File: src/rtl/crc_check.sv
// Receive-side CRC checker: strips the FCS trailer from each packet, forwards
// the payload with the last flag moved onto the final payload word, and pulses
// a per-packet pass/fail/runt status.
module crc_check #(
  parameter int                  CRC_SIZE    = 16,
  parameter int                  DATA_WIDTH  = 8,
  parameter logic [CRC_SIZE-1:0] POLY        = 16'h8005,
  parameter logic [CRC_SIZE-1:0] INIT        = 16'h0000,
  parameter string               REF_IN      = "TRUE",
  parameter string               REF_OUT     = "TRUE",
  parameter logic [CRC_SIZE-1:0] XOR_OUT     = 16'hFFFF,
  parameter string               FCS_LSB_1ST = "TRUE"
) (
  input  logic                  clk_i,
  input  logic                  rst_i,
  input  logic                  s_valid_i,
  output logic                  s_ready_o,
  input  logic [DATA_WIDTH-1:0] s_data_i,
  input  logic                  s_last_i,
  output logic                  m_valid_o,
  input  logic                  m_ready_i,
  output logic [DATA_WIDTH-1:0] m_data_o,
  output logic                  m_last_o,
  output logic                  status_valid_o,
  output logic                  crc_ok_o,
  output logic                  runt_o
);

  // Number of stream words that make up the FCS trailer.
  localparam int D  = CRC_SIZE / DATA_WIDTH;
  localparam int FW = $clog2(D + 1);
  localparam logic [FW-1:0] D_CNT = FW'(D);

  localparam bit REF_IN_EN  = (REF_IN == "TRUE");
  localparam bit REF_OUT_EN = (REF_OUT == "TRUE");
  localparam bit FCS_LSB_EN = (FCS_LSB_1ST == "TRUE");

  // The trailer must be a whole number of words and fit the 64-bit limit.
  if ((CRC_SIZE % DATA_WIDTH) != 0 || CRC_SIZE > 64 || CRC_SIZE < DATA_WIDTH) begin : g_bad_size
    $error("crc_check: CRC_SIZE must be a multiple of DATA_WIDTH and at most 64");
  end

  typedef enum logic {
    RUN   = 1'b0,
    CHECK = 1'b1
  } state_t;

  state_t                state;
  state_t                state_next;
  logic [DATA_WIDTH-1:0] dly [D];
  logic [FW-1:0]         fill;
  logic [CRC_SIZE-1:0]   crc;
  logic                  runt_q;
  logic                  accept;
  logic [CRC_SIZE-1:0]   fcs;
  logic [CRC_SIZE-1:0]   crc_final;

  function automatic logic [DATA_WIDTH-1:0] reflect_word(input logic [DATA_WIDTH-1:0] v);
    logic [DATA_WIDTH-1:0] r;
    for (int i = 0; i < DATA_WIDTH; i++) begin
      r[i] = v[DATA_WIDTH-1-i];
    end
    return r;
  endfunction

  function automatic logic [CRC_SIZE-1:0] reflect_crc(input logic [CRC_SIZE-1:0] v);
    logic [CRC_SIZE-1:0] r;
    for (int i = 0; i < CRC_SIZE; i++) begin
      r[i] = v[CRC_SIZE-1-i];
    end
    return r;
  endfunction

  // One full word through the MSB-first CRC register; reflection of the input
  // word is done up front so the register itself is always non-reflected.
  function automatic logic [CRC_SIZE-1:0] crc_step(input logic [CRC_SIZE-1:0] c,
                                                   input logic [DATA_WIDTH-1:0] w);
    logic [DATA_WIDTH-1:0] d;
    logic [CRC_SIZE-1:0]   r;
    logic                  fb;
    d = REF_IN_EN ? reflect_word(w) : w;
    r = c;
    for (int i = DATA_WIDTH - 1; i >= 0; i--) begin
      fb = r[CRC_SIZE-1] ^ d[i];
      r  = r << 1;
      if (fb) begin
        r = r ^ POLY;
      end
    end
    return r;
  endfunction

  assign accept = s_valid_i & s_ready_o;

  // Assemble the received FCS from the delay line and finish the computed CRC.
  always_comb begin
    fcs = '0;
    for (int i = 0; i < D; i++) begin
      if (FCS_LSB_EN) begin
        fcs[i*DATA_WIDTH +: DATA_WIDTH] = dly[i];
      end else begin
        fcs[(D-1-i)*DATA_WIDTH +: DATA_WIDTH] = dly[i];
      end
    end
    crc_final = (REF_OUT_EN ? reflect_crc(crc) : crc) ^ XOR_OUT;
  end

  // State register.
  always_ff @(posedge clk_i) begin
    if (rst_i) begin
      state <= RUN;
    end else begin
      state <= state_next;
    end
  end

  // Next state, input backpressure and the one-cycle status pulse.
  always_comb begin
    state_next     = state;
    s_ready_o      = 1'b0;
    status_valid_o = 1'b0;
    crc_ok_o       = 1'b0;
    runt_o         = 1'b0;
    case (state)
      RUN: begin
        s_ready_o = (fill < D_CNT) | ~m_valid_o | m_ready_i;
        if (s_valid_i & s_ready_o & s_last_i) begin
          state_next = CHECK;
        end
      end
      CHECK: begin
        status_valid_o = 1'b1;
        runt_o         = runt_q;
        crc_ok_o       = (crc_final == fcs) & ~runt_q;
        state_next     = RUN;
      end
      default: state_next = RUN;
    endcase
  end

  // Delay line, fill counter, CRC accumulation and the registered payload output.
  always_ff @(posedge clk_i) begin
    if (rst_i) begin
      fill      <= '0;
      crc       <= INIT;
      runt_q    <= 1'b0;
      m_valid_o <= 1'b0;
      m_last_o  <= 1'b0;
      m_data_o  <= '0;
    end else begin
      if (m_valid_o & m_ready_i) begin
        m_valid_o <= 1'b0;
        m_last_o  <= 1'b0;
      end
      if (state == CHECK) begin
        crc  <= INIT;
        fill <= '0;
      end else if (accept) begin
        for (int i = 0; i < D - 1; i++) begin
          dly[i] <= dly[i+1];
        end
        dly[D-1] <= s_data_i;
        if (fill < D_CNT) begin
          fill <= fill + FW'(1);
        end else begin
          m_data_o  <= dly[0];
          m_valid_o <= 1'b1;
          m_last_o  <= s_last_i;
          crc       <= crc_step(crc, dly[0]);
        end
        if (s_last_i) begin
          runt_q <= (fill < D_CNT);
        end
      end
    end
  end

endmodule

File: config.mk
export PLATFORM = sky130hd
export DESIGN_NAME = crc_check
export DESIGN_NICKNAME = d
export VERILOG_FILES = /design/src/rtl/crc_check.sv
export SDC_FILE = /design/constraint.sdc
export NUM_CORES = 1
export LEC_CHECK = 0
export CORE_ASPECT_RATIO = 0.5
export CORE_MARGIN = 4
export CORE_UTILIZATION = 50
export CTS_CLUSTER_DIAMETER = 30
export DETAILED_ROUTE_END_ITERATION = 6
export PLACE_DENSITY = 0.74
export RECOVER_POWER = 100
export SLEW_MARGIN = 20
export SYNTH_ARGS = -nofsm -noshare
export SYNTH_HDL_FRONTEND = slang
export SYNTH_SLANG_ARGS = --single-unit
File: constraint.sdc
create_clock -name clk_i -period 2.2 [get_ports clk_i]
set_input_delay 0.33 -clock clk_i [delete_from_list [all_inputs] [get_ports clk_i]]
set_output_delay 0.33 -clock clk_i [all_outputs]
set_load 0.1 [all_outputs]
* Word-level counts from Yosys, hierarchy flattened
Memories as Yosys holds them, arrays and structs flattened.
Index checks and enable logic that the tools add are counted.
** Storage, ports and cells
- Word-level logic and storage cells :: 98
- Bits in latches :: 0
- Flip-flop bits (word level) :: 30
- Bits in writable memories :: 16
- ROM bits :: 0
- Memories kept :: 1
** Memories
- dly :: words 2, bits a word 8, rd ports 2, clocked after Yosys merged registers in 0, wr ports 2, line 50 : logic [DATA_WIDTH-1:0] dly [D];
** Cells by class
- Equality and inequality tests :: 1
- Reductions and logical operators :: 5
- Divide/modulo/power cells :: 0
- Shifts and indexed selects :: 0
- Bitwise logic cells :: 28
- Magnitude comparators :: 1
- Multiply operators :: 0
- Add/sub/neg operators :: 1
- Muxes and demuxes :: 54
** Operators with widths (count)
- 16-bit two-way mux :: 36
- 3-bit inverter :: 8
- 1-bit two-way mux :: 17
- 16-bit equality test :: 1
- 16-bit inverter :: 1
- 1-bit XOR :: 8
- 3-bit AND reduction :: 2
- 1-bit AND :: 5
- 1-bit inverter :: 4
- 2-bit AND reduction :: 2
- 2-bit by 1-bit adder with 2-bit output, second input constant :: 1
- 2-bit < comparator, second input constant :: 1
- 1-bit OR :: 2
- 1-bit case mux with 2 select lines :: 1
- 2-bit OR reduction :: 1

* Longest topological paths before layout
- Word-level depth :: 46
- Depth in mapped cells :: 7

* Worst setup path before layout
No wires, ideal clock.
- Path kind :: reg-to-output
- From :: register state
- To :: output crc_ok_o
- Data arrival time :: 3.400 ns
- Setup slack :: -1.530 ns
- Data required time :: 1.870 ns
- Stages on the path, launching flop included :: 4
- Buffers on the path :: 0
- Cells stage by stage :: dfxtp_1 nor3b_1 nand4b_1 nor3_1
** On the way
- Cells in the longest elaborated chain, start to end :: 1
** Ends and longest elaborated chain
- start: declaration :: line 48 : state_t state;
- start signal: assignment :: line 113 : state <= state_next;
- 1-bit two-way mux :: line 124 : case (state)
- end: declaration :: line 25 : output logic crc_ok_o,
No other way between the ends.

==> metrics.yaml <==
cts.sinks: 46
setup_viol: 0
gp_congestion: 0.764
coreArea_um2: 3550
holdWs_ps: 461
cp-start-kind: "flip-flop"
place_ws_ps: 219
cts_buffers: 5
cts_buffer_depth: 2
syn_nets: 197
die_w_um: 95.5
die_area_um2: 4940
cts_tree: "done"
power_leakage_nw: 0.852
die_h_um: 51.8
antenna_left: 0
worst-path-buf-inv: 1
numPortBuffers: 26
drt_iter0_drc: 133
root_buffer: "clkbuf_8"
ys_seq_area_share_pct: 56.5
end_kind: "output port"
period_share_pct: 97.4
num_antenna_cells: 0
finalWirelength_um: 4010
critPathLaunch: "dly[0][5]$_DFFE_PP_"
io_pins: 27
ys.warnings.count: 0
async_flop_share_pct: 0
max_stage_delay_ps: 530
grt_max_degree: 34
path_max_fanout: 2
stdcell_area_um2: 2400
status: "completed"
vias: 1423
grt_overflow: 0
ir_drop_mv: 0.425
slew_violations: 0
synth_edf_count: 16
synth_area_um2: 1910
start_util_pct: 54.0
setup_slack_ps: 57.9
powerDensity_nw_per_um2: 730
synth-seq-cells: 46
area_growth_pct: 25.4
hold_start: "m_data_o[7]$_SDFFE_PP0P_"
clock_latency_ps: 300
antenna_found_initial: 0
fmax_ghz: 0.467
critPathTopFamily: "simple AND/OR/NAND/NOR gates"
hold_viol: 0
wl_per_cell_um: 14.6
dpl.hpwl_um: 2710
r2r_start: "dly[0][2]$_DFFE_PP_"
cp_cell_sequence: "xnor2_2, or4_4, nor3_4, buf_12"
synth_cell_types: 33
post_dp_cell_area_um2: 2300
crit_type: "reg2out"
cp.arrival_ps: 1810
finalPower_mw: 1.75
fillers: 279
rows: 15
avgSynthCellArea_um2: 10.4
grt_pass1_vias: 1337
clkTransAtPathRegs_ps: 80
maxCapViolCount: 0
postCtsHoldBufs: 0
syn-instance-count: 184
grtUsageTotal_pct: 18.0
slew_headroom_pct: 21.9
synth-main-ff-cell: "dfxtp_1"
worst_hold_path_type: "reg2reg"
viasPerCell: 5.19
grt_pass1_wl_um: 6560
layout.nets: 235
drc: 0
h-tree-depth: 2
period_minus_slack_ps: 2140
first_pass_iters: 4
rsz0062_at_grt: "yes"
cp_data_required_time_ps: 1870
worst_pin_slew_ps: 1180
layout-drive-gt1-share_pct: 16.1
slowest_stage: "or4_4"
fin_worst_skew_ps: 7.07
[path summary, 6_finish.rpt]
kind                               to  slack (ps)  cells after the start
min          m_data_o[7]$_SDFFE_PP0P_         460                      2
max                          crc_ok_o          60                      4
min reg2reg  m_data_o[7]$_SDFFE_PP0P_         460                      2
max reg2reg      crc[15]$_SDFFE_PP0P_         230                      6
[worst reg2reg max path, stage by stage, from the launching register on]
cell	delay (ps)
edfxtp_1	450
xnor2_2	270
buf_4	160
xor2_1	200
xnor3_1	510
a211o_1	260
nand3_1	60
[where the power goes]
part           switching, mW  internal [mW]  leakage [nW]
Sequential            0.0221          0.906         0.393
Clock                  0.290          0.335        0.0579
Combinational          0.119         0.0821         0.401
[area by class of cell]
type	instances	area, um2	area share (%)
flip-flops and latches	46	1090	45.2
multi-input cells	129	841	35.0
repair buffers	39	298	12.4
clock buffers	5	68.8	2.87
well taps	51	63.8	2.66
clock inverters	3	40.0	1.67
inverters	1	3.75	0.156
[cells in the mapped netlist (2+ instances only)]
cell       n  share of area, %
buf_2      2              0.52
clkbuf_1   6               1.2
xnor2_1   18               8.2
and3_1     2              0.65
dfxtp_1   30                31
xnor2_2    2               1.7
nor3_1     2              0.52
xor2_1     5               2.3
a21oi_1   19               5.0
and2_1     2              0.65
a211oi_1   7               2.7
o21ai_0    2              0.52
nand2_1   34               6.7
edfxtp_1  16                25
nor2_1    14               2.7
nand3_1    6               1.6
[registers in the layout (all words and copies together), names as in the netlist]
register,count
runt_q,1
m_valid_o,1
m_last_o,1
m_data_o,8
crc,16
fill,2
dly,16
state,1
[placed cells by master (no fill, tap or decap), types with 2 or more instances in the layout]
master,n
nand2_1,34
dfxtp_1,28
a21oi_1,20
edfxtp_1,16
xnor2_1,15
nor2_1,14
clkbuf_1,12
dlygate4sd3_1,9
a211oi_1,7
buf_4,7
nand3_1,6
xor2_1,5
xnor2_2,5
clkbuf_8,5
clkbuf_4,4
clkdlybuf4s50_1,3
and2_1,2
and3_1,2
xnor3_1,2
o21ai_0,2
clkinv_2,2
buf_12,2
clkbuf_2,2
[routing by layer]
metal	track usage, %	vias up	wire length, um
met3	4.91	5	280
met2	26.5	39	1710
li1	-	703	-
met4	6.37	0	47
met5	0	-	0
met1	25.5	676	1970
[logic make-up after synthesis]
family | after synthesis | synth area share, %
buffers and inverters | 9 | 1.90
and+or+nand+nor | 69 | 16.1
AOI/OAI and AO/OA | 31 | 9.54
xor gates and xnor gates | 28 | 15.5
muxes | 1 | 0.523
DFF | 46 | 56.5
[timing repair]
action | CTS | global route
setup buffers | 2 | 5
gates resized for setup | 3 | 3
setup endpoints to repair | 1 | 1
pin swaps | 6 | 6
[per-stage QoR]
step | std cells | TNS, ps | util (%)
after detailed placement | 259 | 0 | 64.8
final | 274 | 0 | 67.7
after floorplan | 184 | -28.4 | -
after global routing | 274 | -63.0 | 67.7
after CTS | 269 | -9.55 | 68.8
after global placement | 259 | 0 | 64.8
No activity file was read; power rests on OpenSTA's default activity.
